===== src/rtl/mss_uart_rx_buffer.sv =====
// 8N1 UART receiver with a first-word-fall-through receive FIFO and sticky
// framing/overrun flags, fed from the MSS MMUART_0 transmit line.
module mss_uart_rx_buffer #(
  parameter int BAUD_DIV   = 434,
  parameter int FIFO_DEPTH = 16,
  localparam int CW        = $clog2(FIFO_DEPTH + 1)
) (
  input  logic          CLK,
  input  logic          RESET,
  input  logic          UART_RXD,
  output logic [7:0]    RX_DATA,
  output logic          RX_VALID,
  input  logic          RX_READY,
  output logic [CW-1:0] FIFO_COUNT,
  output logic          FRAME_ERR,
  output logic          OVERRUN,
  input  logic          ERR_CLR
);

  localparam int BW = $clog2(BAUD_DIV);
  localparam int AW = $clog2(FIFO_DEPTH);
  localparam logic [BW-1:0] HALF_LOAD = BW'(BAUD_DIV / 2 - 1);
  localparam logic [BW-1:0] FULL_LOAD = BW'(BAUD_DIV - 1);

  localparam logic [2:0] S_IDLE  = 3'd0;
  localparam logic [2:0] S_START = 3'd1;
  localparam logic [2:0] S_DATA  = 3'd2;
  localparam logic [2:0] S_STOP  = 3'd3;
  localparam logic [2:0] S_BRK   = 3'd4;

  logic          sync1_q, rxs_q;
  logic [2:0]    state_q, state_d;
  logic [BW-1:0] baud_q, baud_d;
  logic [2:0]    bit_q, bit_d;
  logic [7:0]    shift_q, shift_d;
  logic          baud_zero, push_req, fe_set;

  logic [7:0]    mem_q [FIFO_DEPTH];
  logic [AW-1:0] wr_q, rd_q;
  logic [CW-1:0] cnt_q, cnt_d;
  logic [7:0]    last_q;
  logic          fe_q, ov_q;
  logic          pop, full, push_ok, ov_set;

  // Line idles high, so the synchronizer presets to 1 to avoid a false start.
  always_ff @(posedge CLK or posedge RESET) begin
    if (RESET) begin
      sync1_q <= 1'b1;
      rxs_q   <= 1'b1;
    end else begin
      sync1_q <= UART_RXD;
      rxs_q   <= sync1_q;
    end
  end

  assign baud_zero = (baud_q == '0);

  always_comb begin
    state_d  = state_q;
    baud_d   = baud_q;
    bit_d    = bit_q;
    shift_d  = shift_q;
    push_req = 1'b0;
    fe_set   = 1'b0;
    case (state_q)
      S_IDLE: begin
        if (!rxs_q) begin
          state_d = S_START;
          baud_d  = HALF_LOAD;
        end
      end
      S_START: begin
        if (!baud_zero) begin
          baud_d = baud_q - BW'(1);
        end else if (!rxs_q) begin
          state_d = S_DATA;
          baud_d  = FULL_LOAD;
          bit_d   = 3'd0;
        end else begin
          state_d = S_IDLE;
        end
      end
      S_DATA: begin
        if (!baud_zero) begin
          baud_d = baud_q - BW'(1);
        end else begin
          shift_d = {rxs_q, shift_q[7:1]};
          baud_d  = FULL_LOAD;
          bit_d   = bit_q + 3'd1;
          if (bit_q == 3'd7) state_d = S_STOP;
        end
      end
      S_STOP: begin
        if (!baud_zero) begin
          baud_d = baud_q - BW'(1);
        end else if (rxs_q) begin
          push_req = 1'b1;
          state_d  = S_IDLE;
        end else begin
          fe_set  = 1'b1;
          state_d = S_BRK;
        end
      end
      S_BRK: begin
        // A held-low line must return high before another start is accepted.
        if (rxs_q) state_d = S_IDLE;
      end
      default: state_d = S_IDLE;
    endcase
  end

  always_ff @(posedge CLK or posedge RESET) begin
    if (RESET) begin
      state_q <= S_IDLE;
      baud_q  <= '0;
      bit_q   <= 3'd0;
    end else begin
      state_q <= state_d;
      baud_q  <= baud_d;
      bit_q   <= bit_d;
    end
  end

  always_ff @(posedge CLK) shift_q <= shift_d;

  // A pop in the push cycle frees a slot, so a full FIFO still accepts the byte.
  assign pop     = RX_READY && (cnt_q != '0);
  assign full    = (cnt_q == CW'(FIFO_DEPTH));
  assign push_ok = push_req && (!full || pop);
  assign ov_set  = push_req && full && !pop;

  always_comb begin
    cnt_d = cnt_q;
    if (push_ok && !pop)      cnt_d = cnt_q + CW'(1);
    else if (!push_ok && pop) cnt_d = cnt_q - CW'(1);
  end

  always_ff @(posedge CLK) begin
    if (push_ok) mem_q[wr_q] <= shift_q;
  end

  always_ff @(posedge CLK or posedge RESET) begin
    if (RESET) begin
      wr_q   <= '0;
      rd_q   <= '0;
      cnt_q  <= '0;
      last_q <= 8'h00;
      fe_q   <= 1'b0;
      ov_q   <= 1'b0;
    end else begin
      if (push_ok) wr_q <= wr_q + AW'(1);
      if (pop) begin
        rd_q   <= rd_q + AW'(1);
        last_q <= mem_q[rd_q];
      end
      cnt_q <= cnt_d;
      fe_q  <= fe_set || (fe_q && !ERR_CLR);
      ov_q  <= ov_set || (ov_q && !ERR_CLR);
    end
  end

  // When empty, RX_DATA keeps showing the most recently popped byte.
  assign RX_DATA    = (cnt_q != '0) ? mem_q[rd_q] : last_q;
  assign RX_VALID   = (cnt_q != '0);
  assign FIFO_COUNT = cnt_q;
  assign FRAME_ERR  = fe_q;
  assign OVERRUN    = ov_q;

endmodule

===== config.mk =====
export PLATFORM = sky130hd
export DESIGN_NAME = mss_uart_rx_buffer
export DESIGN_NICKNAME = d
export VERILOG_FILES = /design/src/rtl/mss_uart_rx_buffer.sv
export SDC_FILE = /design/constraint.sdc
export NUM_CORES = 1
export LEC_CHECK = 0
export CAP_MARGIN = 20
export CORE_AREA = 4 4 128 130
export CTS_CLUSTER_DIAMETER = 40
export DETAILED_ROUTE_END_ITERATION = 8
export DIE_AREA = 0 0 132 134
export GPL_TIMING_DRIVEN = 0
export PLACE_DENSITY = 0.73
export SYNTH_ARGS = -nofsm -noshare
export SYNTH_HDL_FRONTEND = slang
export SYNTH_SLANG_ARGS = --single-unit

===== constraint.sdc =====
create_clock -name CLK -period 7.5 [get_ports CLK]
set_input_delay 1.125 -clock CLK [delete_from_list [all_inputs] [get_ports CLK]]
set_output_delay 1.125 -clock CLK [all_outputs]
set_load 0.02 [all_outputs]

==> results of run 1 <==
## Yosys cell counts, types with 2 or more instances
library cell / n
sky130_fd_sc_hd__o22ai_1: 5
sky130_fd_sc_hd__edfxtp_1: 136
sky130_fd_sc_hd__a21oi_1: 6
sky130_fd_sc_hd__or4_1: 3
sky130_fd_sc_hd__clkbuf_1: 20
sky130_fd_sc_hd__ha_1: 12
sky130_fd_sc_hd__nor3b_1: 3
sky130_fd_sc_hd__a21o_1: 4
sky130_fd_sc_hd__nand3_1: 5
sky130_fd_sc_hd__nand2_1: 31
sky130_fd_sc_hd__o41ai_1: 2
sky130_fd_sc_hd__nor2_1: 11
sky130_fd_sc_hd__xor2_1: 5
sky130_fd_sc_hd__a2111oi_0: 3
sky130_fd_sc_hd__a211oi_1: 5
sky130_fd_sc_hd__and4bb_1: 3
sky130_fd_sc_hd__o31ai_1: 2
sky130_fd_sc_hd__dfrtp_1: 38
sky130_fd_sc_hd__nand4_1: 2
sky130_fd_sc_hd__nor2b_1: 2
sky130_fd_sc_hd__buf_2: 5
sky130_fd_sc_hd__nor3_1: 2
sky130_fd_sc_hd__mux4_2: 32
sky130_fd_sc_hd__o32ai_1: 2
sky130_fd_sc_hd__a31oi_1: 2
sky130_fd_sc_hd__and4_2: 3
sky130_fd_sc_hd__inv_1: 16
sky130_fd_sc_hd__and4b_2: 4
sky130_fd_sc_hd__nor4_1: 5
sky130_fd_sc_hd__o21ai_0: 24
sky130_fd_sc_hd__dfstp_2: 2
sky130_fd_sc_hd__and4b_1: 4
sky130_fd_sc_hd__mux2_2: 11
sky130_fd_sc_hd__xnor2_1: 6
sky130_fd_sc_hd__mux2i_1: 18
sky130_fd_sc_hd__buf_1: 2
## sequential cells by signal (all words and copies together), names as in the netlist
name	count
rxs_q	1
bit_q	3
baud_q	9
mem_q	128
FRAME_ERR	1
FIFO_COUNT	5
sync1_q	1
last_q	8
OVERRUN	1
rd_q	4
state_q	3
wr_q	4
shift_q	8
## per-stage QoR
stage	total power, mW	cell area [um^2]
2_1_floorplan	1.706	7555
3_3_place_gp	1.969	7990
3_5_place_dp	1.995	7995
4_1_cts	2.882	8594
5_1_grt	2.988	8594
6_report	2.858	8594
## layout by cell type, fill, tap and decap left out, types with 3 or more instances in the layout
master,Yosys,routed
sky130_fd_sc_hd__a21oi_1,6,6
sky130_fd_sc_hd__clkbuf_1,20,20
sky130_fd_sc_hd__edfxtp_1,136,136
sky130_fd_sc_hd__o21ai_0,24,24
sky130_fd_sc_hd__ha_1,12,12
sky130_fd_sc_hd__mux4_2,32,32
sky130_fd_sc_hd__and4b_2,4,4
sky130_fd_sc_hd__mux2i_1,18,18
sky130_fd_sc_hd__and4_2,3,3
sky130_fd_sc_hd__inv_1,16,15
sky130_fd_sc_hd__nand3_1,5,5
sky130_fd_sc_hd__a21o_1,4,4
sky130_fd_sc_hd__clkbuf_16,0,17
sky130_fd_sc_hd__nor3b_1,3,3
sky130_fd_sc_hd__a211oi_1,5,5
sky130_fd_sc_hd__nor2_1,11,11
sky130_fd_sc_hd__or4_1,3,3
sky130_fd_sc_hd__nand2_1,31,31
sky130_fd_sc_hd__dfrtp_1,38,38
sky130_fd_sc_hd__a2111oi_0,3,3
sky130_fd_sc_hd__and4bb_1,3,3
sky130_fd_sc_hd__inv_6,0,5
sky130_fd_sc_hd__and4b_1,4,4
sky130_fd_sc_hd__nor4_1,5,5
sky130_fd_sc_hd__o22ai_1,5,5
sky130_fd_sc_hd__xor2_1,5,5
sky130_fd_sc_hd__clkinvlp_4,0,3
sky130_fd_sc_hd__mux2_2,11,11
sky130_fd_sc_hd__xnor2_1,6,6
sky130_fd_sc_hd__clkdlybuf4s50_1,0,20
sky130_fd_sc_hd__buf_2,5,6
## power by group through the flow
stage,clock [mW],combinational [mW],sequential (mW)
finish,0.889,0.847,1.12
global route,0.951,0.908,1.13
CTS,0.902,0.858,1.12
detailed placement,0,0.853,1.14
global placement,0,0.831,1.14
floorplan,0,0.555,1.15
## worst max-delay path, stage by stage (launching register included)
cell and delay [ns]:
sky130_fd_sc_hd__dfrtp_1 0.32, sky130_fd_sc_hd__clkbuf_1 0.30, sky130_fd_sc_hd__clkbuf_1 0.58, sky130_fd_sc_hd__mux4_2 0.37
sky130_fd_sc_hd__mux2i_1 0.10, sky130_fd_sc_hd__mux2_2 0.32, sky130_fd_sc_hd__o21ai_0 0.19, sky130_fd_sc_hd__clkdlybuf4s50_1 0.64
## worst max path at each step
stage / depth (start not counted) / to
2_1_floorplan: 14 / FIFO_COUNT[4]
3_3_place_gp: 11 / FIFO_COUNT[4]
3_5_place_dp: 7 / RX_DATA[5]
4_1_cts: 7 / RX_DATA[5]
5_1_grt: 7 / RX_DATA[5]
6_report: 7 / RX_DATA[5]
## cell type report
class,instances,area (um^2)
fillers,1111,6551
well taps,188,235.2
repair buffers,21,205.2
inverters,16,60.06
multi-input cells,239,2288
clock inverters,15,173.9
clock buffers,17,425.4
plain buffers,28,118.9
flip-flops and latches,176,5087
## metal layers
metal  routed length (um)  up-vias
met5                    0        -
met4                  140        0
met3                  736       13
met2                 7630      127
met1                 6436     2117
li1                     -     1890
## kinds of logic after synthesis
family          count (synthesis)  synth area share, %
buf+inv                        44                2.368
flops                         176                67.34
mux                            61                13.56
simple gates                   91                7.784
fa+ha+maj                      13                2.252
xor+xnor                       11                1.275
compound gates                 63                5.416
==> qor_table.md, run 1 <==
| Item | Reported | Unit |
|---|---|---|
| Max-cap viol count | 0 | - |
| Type of destination of the critical path | output port | - |
| Total iterations of the first detailed-routing run | 5 | - |
| Total Routing Usage GR | 17.71 | % |
| Hold Crit Class | reg -> reg | - |
| Library cell with the largest summed area after synthesis | sky130_fd_sc_hd__edfxtp_1 | - |
| Via density per instance | 5.924 | - |
| Area of the core | 0.01515 | mm^2 |
| Cell depth of the worst min-delay path | 0 | - |
| Met2 track demand over resource | 28.59 | % |
| Diodes inserted | 0 | - |
| Count of vias placed by the detailed router | 4147 | - |
| Most crowded layer after global routing | met2 | - |
| TritonCTS clock tree | done | - |
| Met3 track utilization from global routing | 4.426 | % |
| Final standard cell utilization of the core | 56.75 | % |
| Wire length of the first global-routing pass | 23470 | um |
| Peak supply drop | 0.1867 | mV |
| Cell Pwr Density | 332.5 | mW/mm^2 |
| Detailed placer's ending HPWL | 9739 | um |
| Sequential fraction of design power | 39.2 | % |
| Worst Hold Slack | 0.3577 | ns |
| Synth Register Bits | 176 | - |
| Rows | 45 | - |
| Post-synthesis net count | 477 | - |
| Boundary Pins | 21 | - |
| Pin count of the biggest net entering global routing | 41 | - |
| Fraction of layout cells with a size suffix above 1 | 19.34 | % |
| Clock period minus worst slack | 4.389 | ns |
| Post-CTS setup buffer count | 0 | - |
| Post-synth top area share | 54.06 | % |
| Critical path class | reg -> out | - |
| Hold Crit Start | sync1_q | - |
| Setup Skew | 0.01166 | ns |
| Mapped Avg Cell Area | 16.46 | um^2 |
| Origin of the worst setup path | rd_q[3] | - |
| Share of power burned in the clock network | 31.1 | % |
| Post-synthesis instance area | 0.007555 | mm^2 |
| Final setup margin | 3.111 | ns |
| Setup tns final | 0 | ns |
| Gp weighted congestion | 0.8878 | - |
| Post-route DRC violation count | 0 | - |
| Cell Count Post-Placement | 668 | - |
| Unrepaired setup endpoints after global routing | no | - |
| Required time of the critical path | 6.38 | ns |
| Global-route met1 utilization | 24.25 | % |
| Master cell of the clock root buffer | sky130_fd_sc_hd__clkbuf_16 | - |
| Final slew viol count | 0 | - |
| Number of cells in the finished layout apart from fillers | 700 | - |
| Clock Sink Count | 176 | - |
| Critical R2R Capture | FIFO_COUNT[4] | - |
| Worst relative slew slack | 42.77 | % |
| Crit path arrival time | 3.26 | ns |
| Switching portion of total power | 30.02 | % |
| Initial Util | 49.88 | % |
| Detailed Route Iter0 Violations | 392 | - |
| Maximum buffer depth of the clock tree | 2 | - |
| Routed len/inst | 21.35 | um |
| Hold violation count in the final report | 0 | - |
| Internal power | 2.000 | mW |
| Gate count of the mapped netlist | 459 | - |
| Via count of the first global-routing pass | 4066 | - |
| Leakage power summed over all cells | 2.997 | nW |
| Die Span X | 132 | um |
| Ys flop type | sky130_fd_sc_hd__edfxtp_1 | - |
| P_sw | 0.8580 | mW |
| Overall routed net length | 14940 | um |
| Clock-pin slew of the registers on the worst-case setup and hold paths | 0.06 | ns |
| Critical R2R Launch | baud_q[0] | - |
| Congestion Overflow GR | 0 | - |
| Critical Path Fanout Max | 10 | - |
| Fraction of synthesis flops using an asynchronous set or reset pin | 22.73 | % |
| Total Nets Final | 517 | - |
| Warning count from the yosys run | 0 | - |
| Clock latency of the later-clocked register in the worst-skew pair | 0.43 | ns |
| Number of buffers inserted by hold repair at cts | 0 | - |
| Post-cts gate resize count | 0 | - |
| Fraction of the yosys area taken by sequential cells | 67.34 | % |
| H-tree level count | 4 | - |
| Comb pwr share | 29.6 | % |
| Highest attainable clock frequency | 227.8 | MHz |
| Number of port buffers | 20 | - |
| Area of the die | 0.01769 | mm^2 |
| Result of the run | finished clean | - |
| Number of cells on the worst reg-to-reg path | 14 | - |
| Launching element type of the critical path | flop | - |
| Clock buffer count from CTS | 17 | - |
| Area delta synth->final | 13.76 | % |
| Number of enable flip-flop cells after synthesis | 136 | - |
| Vertical die dimension | 134 | um |
| Post-route ant nets | 0 | - |
| Post-synth cell types | 59 | - |
| Initial antenna violation count | 0 | - |
| Pre-CTS setup slack | 3.512 | ns |
| R2R setup slack | 3.54 | ns |
| Crit share post-route | 58.52 | % |
| Top cells by area in the synthesized netlist | sky130_fd_sc_hd__edfxtp_1, sky130_fd_sc_hd__dfrtp_1, sky130_fd_sc_hd__mux4_2, sky130_fd_sc_hd__mux2i_1, sky130_fd_sc_hd__ha_1 | - |
| Worst Max-Slew Pin Slew | 0.8572 | ns |
| Final setup vio count | 0 | - |
| Endpoint of the worst hold path | rxs_q | - |
Note: power is estimated with default switching activity, not from simulation.
==> inputs of run 2 (changes only) <==
==> constraint.sdc (replaced) <==
create_clock -name CLK -period 4.4 [get_ports CLK]
set_input_delay 0.66 -clock CLK [delete_from_list [all_inputs] [get_ports CLK]]
set_output_delay 0.66 -clock CLK [all_outputs]
set_load 0.02 [all_outputs]
==> results of run 2 <==
The final DEF is identical to that of run 1. Status: finished clean.
Main changes from that run: setup slack after placement 3.512 ns -> 0.5056 ns; setup slack after layout 3.111 ns -> 0.4382 ns; start point of the critical path rd_q[3] -> baud_q[0]; end point of the critical path RX_DATA[5] -> FIFO_COUNT[4]; register-to-register setup slack 3.54 ns -> 0.44 ns; total power 2.858 mW -> 4.871 mW; worst IR drop on VDD 0.1867 mV -> 0.3183 mV
